===== config.mk =====
export PLATFORM = sky130hd
export DESIGN_NAME = fb_bus_arbiter_flat
export DESIGN_NICKNAME = d
export VERILOG_FILES = /design/src/rtl/fb_bus_arbiter_pkg.sv /design/src/rtl/fb_bus_arbiter_if.sv /design/src/rtl/fb_bus_arbiter_cycle_counter.sv /design/src/rtl/fb_bus_arbiter.sv /design/src/flat_wrapper.sv
export SDC_FILE = /design/constraint.sdc
export NUM_CORES = 1
export LEC_CHECK = 0
export CAP_MARGIN = 20
export CORE_UTILIZATION = 56
export DETAILED_ROUTE_END_ITERATION = 10
export PLACE_DENSITY = 0.8
export SLEW_MARGIN = 10
export SYNTH_ARGS = -nofsm -noshare
export SYNTH_HDL_FRONTEND = slang
export SYNTH_SLANG_ARGS = --single-unit

===== constraint.sdc =====
create_clock -name clk -period 5.98 [get_ports clk]
set_input_delay 0.598 -clock clk [delete_from_list [all_inputs] [get_ports clk]]
set_output_delay 0.598 -clock clk [all_outputs]
set_load 0.01 [all_outputs]

===== src/rtl/fb_bus_arbiter_pkg.sv =====
// Shared types for the framebuffer SRAM bus arbiter.
package fb_pkg;

    typedef enum logic [1:0] {
        OWN_NONE,
        OWN_CPU,
        OWN_VID
    } owner_t;

    typedef enum logic [1:0] {
        ST_IDLE,
        ST_GAP,
        ST_ACCESS
    } arb_state_t;

    // Requester to serve from the current request levels; a tie goes to the
    // side that was not granted last.
    function automatic owner_t pick_owner(logic cpu_req, logic vid_req, owner_t last_grant);
        owner_t pick;
        pick = OWN_NONE;
        if (cpu_req && vid_req) begin
            pick = (last_grant == OWN_CPU) ? OWN_VID : OWN_CPU;
        end else if (cpu_req) begin
            pick = OWN_CPU;
        end else if (vid_req) begin
            pick = OWN_VID;
        end
        return pick;
    endfunction

endpackage


===== src/rtl/fb_bus_arbiter_if.sv =====
// Request/ack handshakes and SRAM bus control strobes of the framebuffer arbiter.
interface fb_bus_arbiter_if;

    logic cpu_req;
    logic cpu_we;
    logic cpu_ack;
    logic vid_req;
    logic vid_ack;
    logic sw_oe1_n;
    logic sw_oe2_n;
    logic ram_oe_n;
    logic ram_we_n;
    logic lat_en_n;

    // Arbiter side: consumes requests, drives acks and bus control.
    modport master (
        input  cpu_req,
        input  cpu_we,
        input  vid_req,
        output cpu_ack,
        output vid_ack,
        output sw_oe1_n,
        output sw_oe2_n,
        output ram_oe_n,
        output ram_we_n,
        output lat_en_n
    );

    // Requester / bus side.
    modport slave (
        output cpu_req,
        output cpu_we,
        output vid_req,
        input  cpu_ack,
        input  vid_ack,
        input  sw_oe1_n,
        input  sw_oe2_n,
        input  ram_oe_n,
        input  ram_we_n,
        input  lat_en_n
    );

endinterface


===== src/rtl/fb_bus_arbiter_cycle_counter.sv =====
// Loadable down-counter timing both the dead gap and the SRAM access window.
module fb_cycle_counter #(
    parameter int unsigned WIDTH = 2
) (
    input  logic             clk,
    input  logic             rst,
    input  logic             load,
    input  logic [WIDTH-1:0] load_val,
    output logic [WIDTH-1:0] cnt,
    output logic             done
);

    logic [WIDTH-1:0] cnt_q;

    // Load on phase entry, otherwise count down and rest at zero.
    always_ff @(posedge clk or posedge rst) begin
        if (rst) begin
            cnt_q <= '0;
        end else if (load) begin
            cnt_q <= load_val;
        end else if (cnt_q != '0) begin
            cnt_q <= cnt_q - 1'b1;
        end
    end

    assign cnt  = cnt_q;
    assign done = (cnt_q == '0);

endmodule


===== src/rtl/fb_bus_arbiter.sv =====
// Framebuffer SRAM bus arbiter: CPU (switch path 1) vs video fetch (path 2),
// break-before-make ownership changes and registered control strobes.
module fb_bus_arbiter
    import fb_pkg::*;
#(
    parameter int unsigned ACC_CYCLES  = 2,
    parameter int unsigned DEAD_CYCLES = 1
) (
    input  logic              clk,
    input  logic              rst,
    fb_bus_arbiter_if.master  bus
);

    localparam int unsigned CNT_MAX = (ACC_CYCLES > DEAD_CYCLES) ? ACC_CYCLES : DEAD_CYCLES;
    localparam int unsigned CW      = $clog2(CNT_MAX + 1);
    localparam logic [CW-1:0] ACC_LOAD = CW'(ACC_CYCLES - 1);
    localparam logic [CW-1:0] GAP_LOAD = CW'(DEAD_CYCLES - 1);

    arb_state_t state_q, state_d;
    owner_t     own_q, own_d;
    owner_t     last_q, last_d;
    owner_t     tgt_q, tgt_d;
    owner_t     req_pick;

    logic          cnt_load;
    logic [CW-1:0] cnt_load_val;
    logic [CW-1:0] cnt;
    logic          cnt_done;
    logic          fin_d;

    logic sw1_q, sw1_d;
    logic sw2_q, sw2_d;
    logic oe_q, oe_d;
    logic we_q, we_d;
    logic lat_q, lat_d;
    logic cack_q, cack_d;
    logic vack_q, vack_d;

    fb_cycle_counter #(
        .WIDTH(CW)
    ) u_cnt (
        .clk      (clk),
        .rst      (rst),
        .load     (cnt_load),
        .load_val (cnt_load_val),
        .cnt      (cnt),
        .done     (cnt_done)
    );

    // Next state, ownership, grant history and counter loads.
    always_comb begin
        state_d      = state_q;
        own_d        = own_q;
        last_d       = last_q;
        tgt_d        = tgt_q;
        cnt_load     = 1'b0;
        cnt_load_val = '0;
        req_pick     = pick_owner(bus.cpu_req, bus.vid_req, last_q);
        case (state_q)
            ST_IDLE: begin
                if (req_pick != OWN_NONE) begin
                    if (own_q == OWN_NONE || own_q == req_pick) begin
                        own_d        = req_pick;
                        last_d       = req_pick;
                        state_d      = ST_ACCESS;
                        cnt_load     = 1'b1;
                        cnt_load_val = ACC_LOAD;
                    end else begin
                        own_d        = OWN_NONE;
                        tgt_d        = req_pick;
                        state_d      = ST_GAP;
                        cnt_load     = 1'b1;
                        cnt_load_val = GAP_LOAD;
                    end
                end
            end
            ST_GAP: begin
                if (cnt_done) begin
                    own_d        = tgt_q;
                    last_d       = tgt_q;
                    state_d      = ST_ACCESS;
                    cnt_load     = 1'b1;
                    cnt_load_val = ACC_LOAD;
                end
            end
            ST_ACCESS: begin
                if (cnt_done) begin
                    state_d = ST_IDLE;
                end
            end
            default: begin
                state_d = ST_IDLE;
            end
        endcase
    end

    // Decode the strobes for the coming cycle so every output leaves a flop;
    // the counter runs down, so the final access cycle is the one at zero.
    always_comb begin
        fin_d  = (state_d == ST_ACCESS) &&
                 (cnt_load ? (cnt_load_val == '0) : (cnt == CW'(1)));
        sw1_d  = (own_d != OWN_CPU);
        sw2_d  = (own_d != OWN_VID);
        oe_d   = 1'b1;
        we_d   = 1'b1;
        lat_d  = 1'b1;
        cack_d = 1'b0;
        vack_d = 1'b0;
        if (state_d == ST_ACCESS) begin
            if (own_d == OWN_CPU) begin
                cack_d = fin_d;
                if (bus.cpu_we) begin
                    we_d = fin_d;
                end else begin
                    oe_d = 1'b0;
                end
            end else if (own_d == OWN_VID) begin
                vack_d = fin_d;
                oe_d   = 1'b0;
                lat_d  = ~fin_d;
            end
        end
    end

    // State and registered outputs; reset forces the bus idle immediately.
    always_ff @(posedge clk or posedge rst) begin
        if (rst) begin
            state_q <= ST_IDLE;
            own_q   <= OWN_NONE;
            last_q  <= OWN_VID;
            tgt_q   <= OWN_NONE;
            sw1_q   <= 1'b1;
            sw2_q   <= 1'b1;
            oe_q    <= 1'b1;
            we_q    <= 1'b1;
            lat_q   <= 1'b1;
            cack_q  <= 1'b0;
            vack_q  <= 1'b0;
        end else begin
            state_q <= state_d;
            own_q   <= own_d;
            last_q  <= last_d;
            tgt_q   <= tgt_d;
            sw1_q   <= sw1_d;
            sw2_q   <= sw2_d;
            oe_q    <= oe_d;
            we_q    <= we_d;
            lat_q   <= lat_d;
            cack_q  <= cack_d;
            vack_q  <= vack_d;
        end
    end

    assign bus.sw_oe1_n = sw1_q;
    assign bus.sw_oe2_n = sw2_q;
    assign bus.ram_oe_n = oe_q;
    assign bus.ram_we_n = we_q;
    assign bus.lat_en_n = lat_q;
    assign bus.cpu_ack  = cack_q;
    assign bus.vid_ack  = vack_q;

endmodule


===== src/flat_wrapper.sv =====
// flat-port wrapper written by rule: the top's interface ports become plain ports
module fb_bus_arbiter_flat import fb_pkg::*;
#(
    parameter int unsigned ACC_CYCLES  = 2,
    parameter int unsigned DEAD_CYCLES = 1
)
  (clk, rst, bus_cpu_req, bus_cpu_we, bus_vid_req, bus_cpu_ack, bus_vid_ack, bus_sw_oe1_n, bus_sw_oe2_n, bus_ram_oe_n, bus_ram_we_n, bus_lat_en_n);
  fb_bus_arbiter_if bus_i ();
  input  logic clk;
  input  logic rst;
  input wire logic [$bits(bus_i.cpu_req)-1:0] bus_cpu_req;
  input wire logic [$bits(bus_i.cpu_we)-1:0] bus_cpu_we;
  input wire logic [$bits(bus_i.vid_req)-1:0] bus_vid_req;
  output wire logic [$bits(bus_i.cpu_ack)-1:0] bus_cpu_ack;
  output wire logic [$bits(bus_i.vid_ack)-1:0] bus_vid_ack;
  output wire logic [$bits(bus_i.sw_oe1_n)-1:0] bus_sw_oe1_n;
  output wire logic [$bits(bus_i.sw_oe2_n)-1:0] bus_sw_oe2_n;
  output wire logic [$bits(bus_i.ram_oe_n)-1:0] bus_ram_oe_n;
  output wire logic [$bits(bus_i.ram_we_n)-1:0] bus_ram_we_n;
  output wire logic [$bits(bus_i.lat_en_n)-1:0] bus_lat_en_n;
  assign bus_i.cpu_req = bus_cpu_req;
  assign bus_i.cpu_we = bus_cpu_we;
  assign bus_i.vid_req = bus_vid_req;
  assign bus_cpu_ack = bus_i.cpu_ack;
  assign bus_vid_ack = bus_i.vid_ack;
  assign bus_sw_oe1_n = bus_i.sw_oe1_n;
  assign bus_sw_oe2_n = bus_i.sw_oe2_n;
  assign bus_ram_oe_n = bus_i.ram_oe_n;
  assign bus_ram_we_n = bus_i.ram_we_n;
  assign bus_lat_en_n = bus_i.lat_en_n;
  fb_bus_arbiter #(.ACC_CYCLES(ACC_CYCLES), .DEAD_CYCLES(DEAD_CYCLES)) u_core (.clk(clk), .rst(rst), .bus(bus_i));
endmodule

==> summary.txt <==
Drt
  • Detailed Route Iter0 Violations: 6
  • Via/cell ratio: 5.90
  • Pre-Repair DR Iteration Count: 4
  • Routed length per placed instance: 14.2 um
  • Detail Route Antenna Nets: 0
  • Via count: 649
  • DRC Markers: 0
  • Routed wire length: between 1500 and 2000 um

Setup path
  • Kind of end point of the critical path: flop
  • CP Cell Sequence: clkdlybuf4s50_1 -> nor3_1 -> or3_4 -> a22o_1 -> a211oi_4 -> and3_1
  • Critical-path maximum fanout: 5
  • Crit path buffers/inverters: 1
  • Startpoint Class: primary input
  • CP required: 6210 ps
  • Family with the most delay on the worst path: simple AND/OR/NAND/NOR gates
  • Crit-path max cell delay: ~550 ps
  • Crit-path slowest cell: clkdlybuf4s50_1
  • CP arrival: between 2000 and 2500 ps
  • Critical path class: in -> reg

Run
  • MaxCap Viol Count: 0

STA
  • Slew margin rel.: 59.6%
  • Clk_skew: 4.20 ps
  • Unrepaired setup endpoints after global routing: false
  • Max-slew violations: 0
  • Final hold vios: 0
  • Final setup viols: 0
  • Post-Route Setup TNS: 0 ps
  • Minimum clock period: roughly 2100 ps
  • Period utilization: 35.7%
  • Fin Hold WS: 491 ps
  • Max Clk Rate: 468 MHz
  • Least-Margin Pin Slew: just over 600 ps

Synthesis
  • Top-count cell post-synth: dfrtp_1
  • Synth cell count leaders: dfrtp_1 (11), inv_1 (8), dfstp_2 (6), nand2_1 (6), o21ai_0 (6)
  • Largest area contributor in the netlist: dfrtp_1
  • Synth top area share: between 30% and 40%
  • Post-Syn Nets: a little under 90
  • Yosys reg bits: 17
  • Mean post-synth cell area: 11.0 sq um
  • Sequential fraction of the synthesis area: 48.5%
  • Synth area leaders: dfrtp_1 (31%), dfstp_2 (18%), o21ai_0 (3.4%)
  • Yosys cell types: 39
  • Cells after Synth: 81
  • Number of flops mapped to enable cells by yosys: 0
  • FFs w/ async S/R, synth: 100%
  • Ys flop type: dfrtp_1
  • YS warnings: 0
  • Post-synth design cell area: 892 sq um

Run status
  • Status: finished clean

Floorplanning
  • Die width: 41.9 um
  • Initial Util: 59.9%
  • Die Footprint: around 0.0018 sq mm
  • I/O pins: 12
  • # rows: 14
  • DIE HEIGHT: 41.9 um
  • Core area: 0.00149 sq mm

CTS
  • CTS tree: done
  • H-tree depth: 1
  • Total CTS buffers: 3
  • Cts repair resizes: 0
  • # Post-CTS Setup Buffers: 0
  • Clk sinks: 17
  • Root Driver: clkbuf_4
  • Clk slew on worst S/H paths: 100 ps
  • Worst-Skew Late Latency: 280 ps
  • CTS max path bufs: 2
  • Hold_buf cts: 0

Final layout
  • Register area: 433 sq um
  • # diodes: 0
  • Layout Nets: 102
  • Final Non-Filler Cells: 110
  • Fill count: between 100 and 150
  • Layout cells sized above 1: 22.3%
  • Area delta synth->final: 16.7%
  • Area of the multi-input gates: 420 sq um

Hold path
  • Hold WC Path Type: reg -> reg

Power
  • Net switching power figure: between 0.15 and 0.2 mW
  • LEAKAGE: 0.436 nW
  • Combinational share of power: 47.1%
  • PwrDens: 481 mW/mm^2
  • Sequential share of power: between 40% and 50%
  • Sw Share: 39.3%
  • P_int: 0.304 mW
  • Peak supply drop: between 0.2 and 0.25 mV
  • Clk pwr share: 11.8%

Global route
  • Total congestion overflow: 0
  • Vias in the first global route: 616
  • First-pass GRT wire length: 2750 um
  • Pin count of the biggest net entering global routing: 18
  • Global Route Usage Sum: 21.3%
  • Initial antenna violation count: 0

Placed design
  • Dpl hpwl: 1200 um
  • Placed cells: 106
  • GPL Wtd Cong: slightly below 0.9
  • # port buffers: 11
-- worst paths after layout --
kind,slack (ps),end,cells after the start,startpoint
worst min register to register,490,u_core.last_q[1],2,u_core.last_q[1]
worst max-delay path,3840,u_core.bus.vid_ack,6,bus_vid_req
min in group asynchronous,670,u_core.own_q[1],2,rst
worst max register to register,3930,u_core.bus.vid_ack,7,u_core.u_cnt.cnt[0]
max in group asynchronous,4910,u_core.state_q[0],2,rst
worst min-delay path,490,u_core.last_q[1],2,u_core.last_q[1]
-- cell type report --
cell class	instances	share of cell area (%)
flip-flops and latches	17	41.6
multi-input cells	54	40.4
repair buffers	11	10.6
inverters	8	2.88
clock buffers	3	2.16
well taps	16	1.92
clock inverters	1	0.481
-- sequential cells by signal, summed over array words and instances, names as in the netlist, 2 cells and up --
name and count:
u_core.last_q 2, u_core.tgt_q 2, u_core.u_cnt.cnt 2, u_core.own_q 2, u_core.state_q 2
-- placed cells by master, fill, tap and decap left out, types with 2 or more instances in the layout --
cell and count:
o21ai_0 6, a32oi_1 2, ha_1 2, o21a_1 2
a31oi_1 2, mux2_2 2, dfstp_2 6, inv_1 8
clkbuf_4 3, nand2_1 6, dfrtp_1 11, nor2_1 4
nand2b_1 2, clkdlybuf4s50_1 11, o22ai_1 2
-- per-stage QoR --
step	power [mW]	setup WS (ps)	cell area, sq um	util (%)
finish	0.501	3840	1040	69.9
global placement	0.438	3570	1010	68.1
detailed placement	0.443	3550	1010	68.1
global route	0.542	3750	1040	69.9
CTS	0.503	3850	1040	69.9
floorplan	0.381	4110	892	-
-- power by group through the flow --
stage	clock network [mW]	registers, mW	logic (mW)
2_1_floorplan	0	0.203	0.178
3_3_place_gp	0	0.206	0.232
3_5_place_dp	0	0.207	0.236
4_1_cts	0.0610	0.206	0.236
5_1_grt	0.0662	0.213	0.263
6_report	0.0591	0.206	0.236
-- worst reg2reg max path: cells and delay by family, from the launching register on --
family	cells	cell delay [ps]
AO/OA/AOI/OAI	2	540
adder cells (fa/ha/maj)	1	320
buffers and inverters	1	100
flip-flops	1	390
AND/OR/NAND/NOR	3	650
-- kinds of logic after synthesis --
family	Yosys count	share of synthesized area, %
flops	17	48.5
simple gates	27	19.4
compound gates	23	22.4
fa+ha+maj	2	2.80
buf+inv	10	4.35
mux	2	2.52
-- layer usage --
metal / wire length (um) / vias up / GRT usage [%] / part of all wire (%)
met5: 0 / - / 0 / 0
met3: 61 / 4 / 4.35 / 3.9
li1: - / 320 / - / -
met4: 22 / 0 / 9.68 / 1.4
met2: 745 / 17 / 33.1 / 48
met1: 736 / 308 / 28.7 / 47
Note: power is estimated with default switching activity, not from simulation.
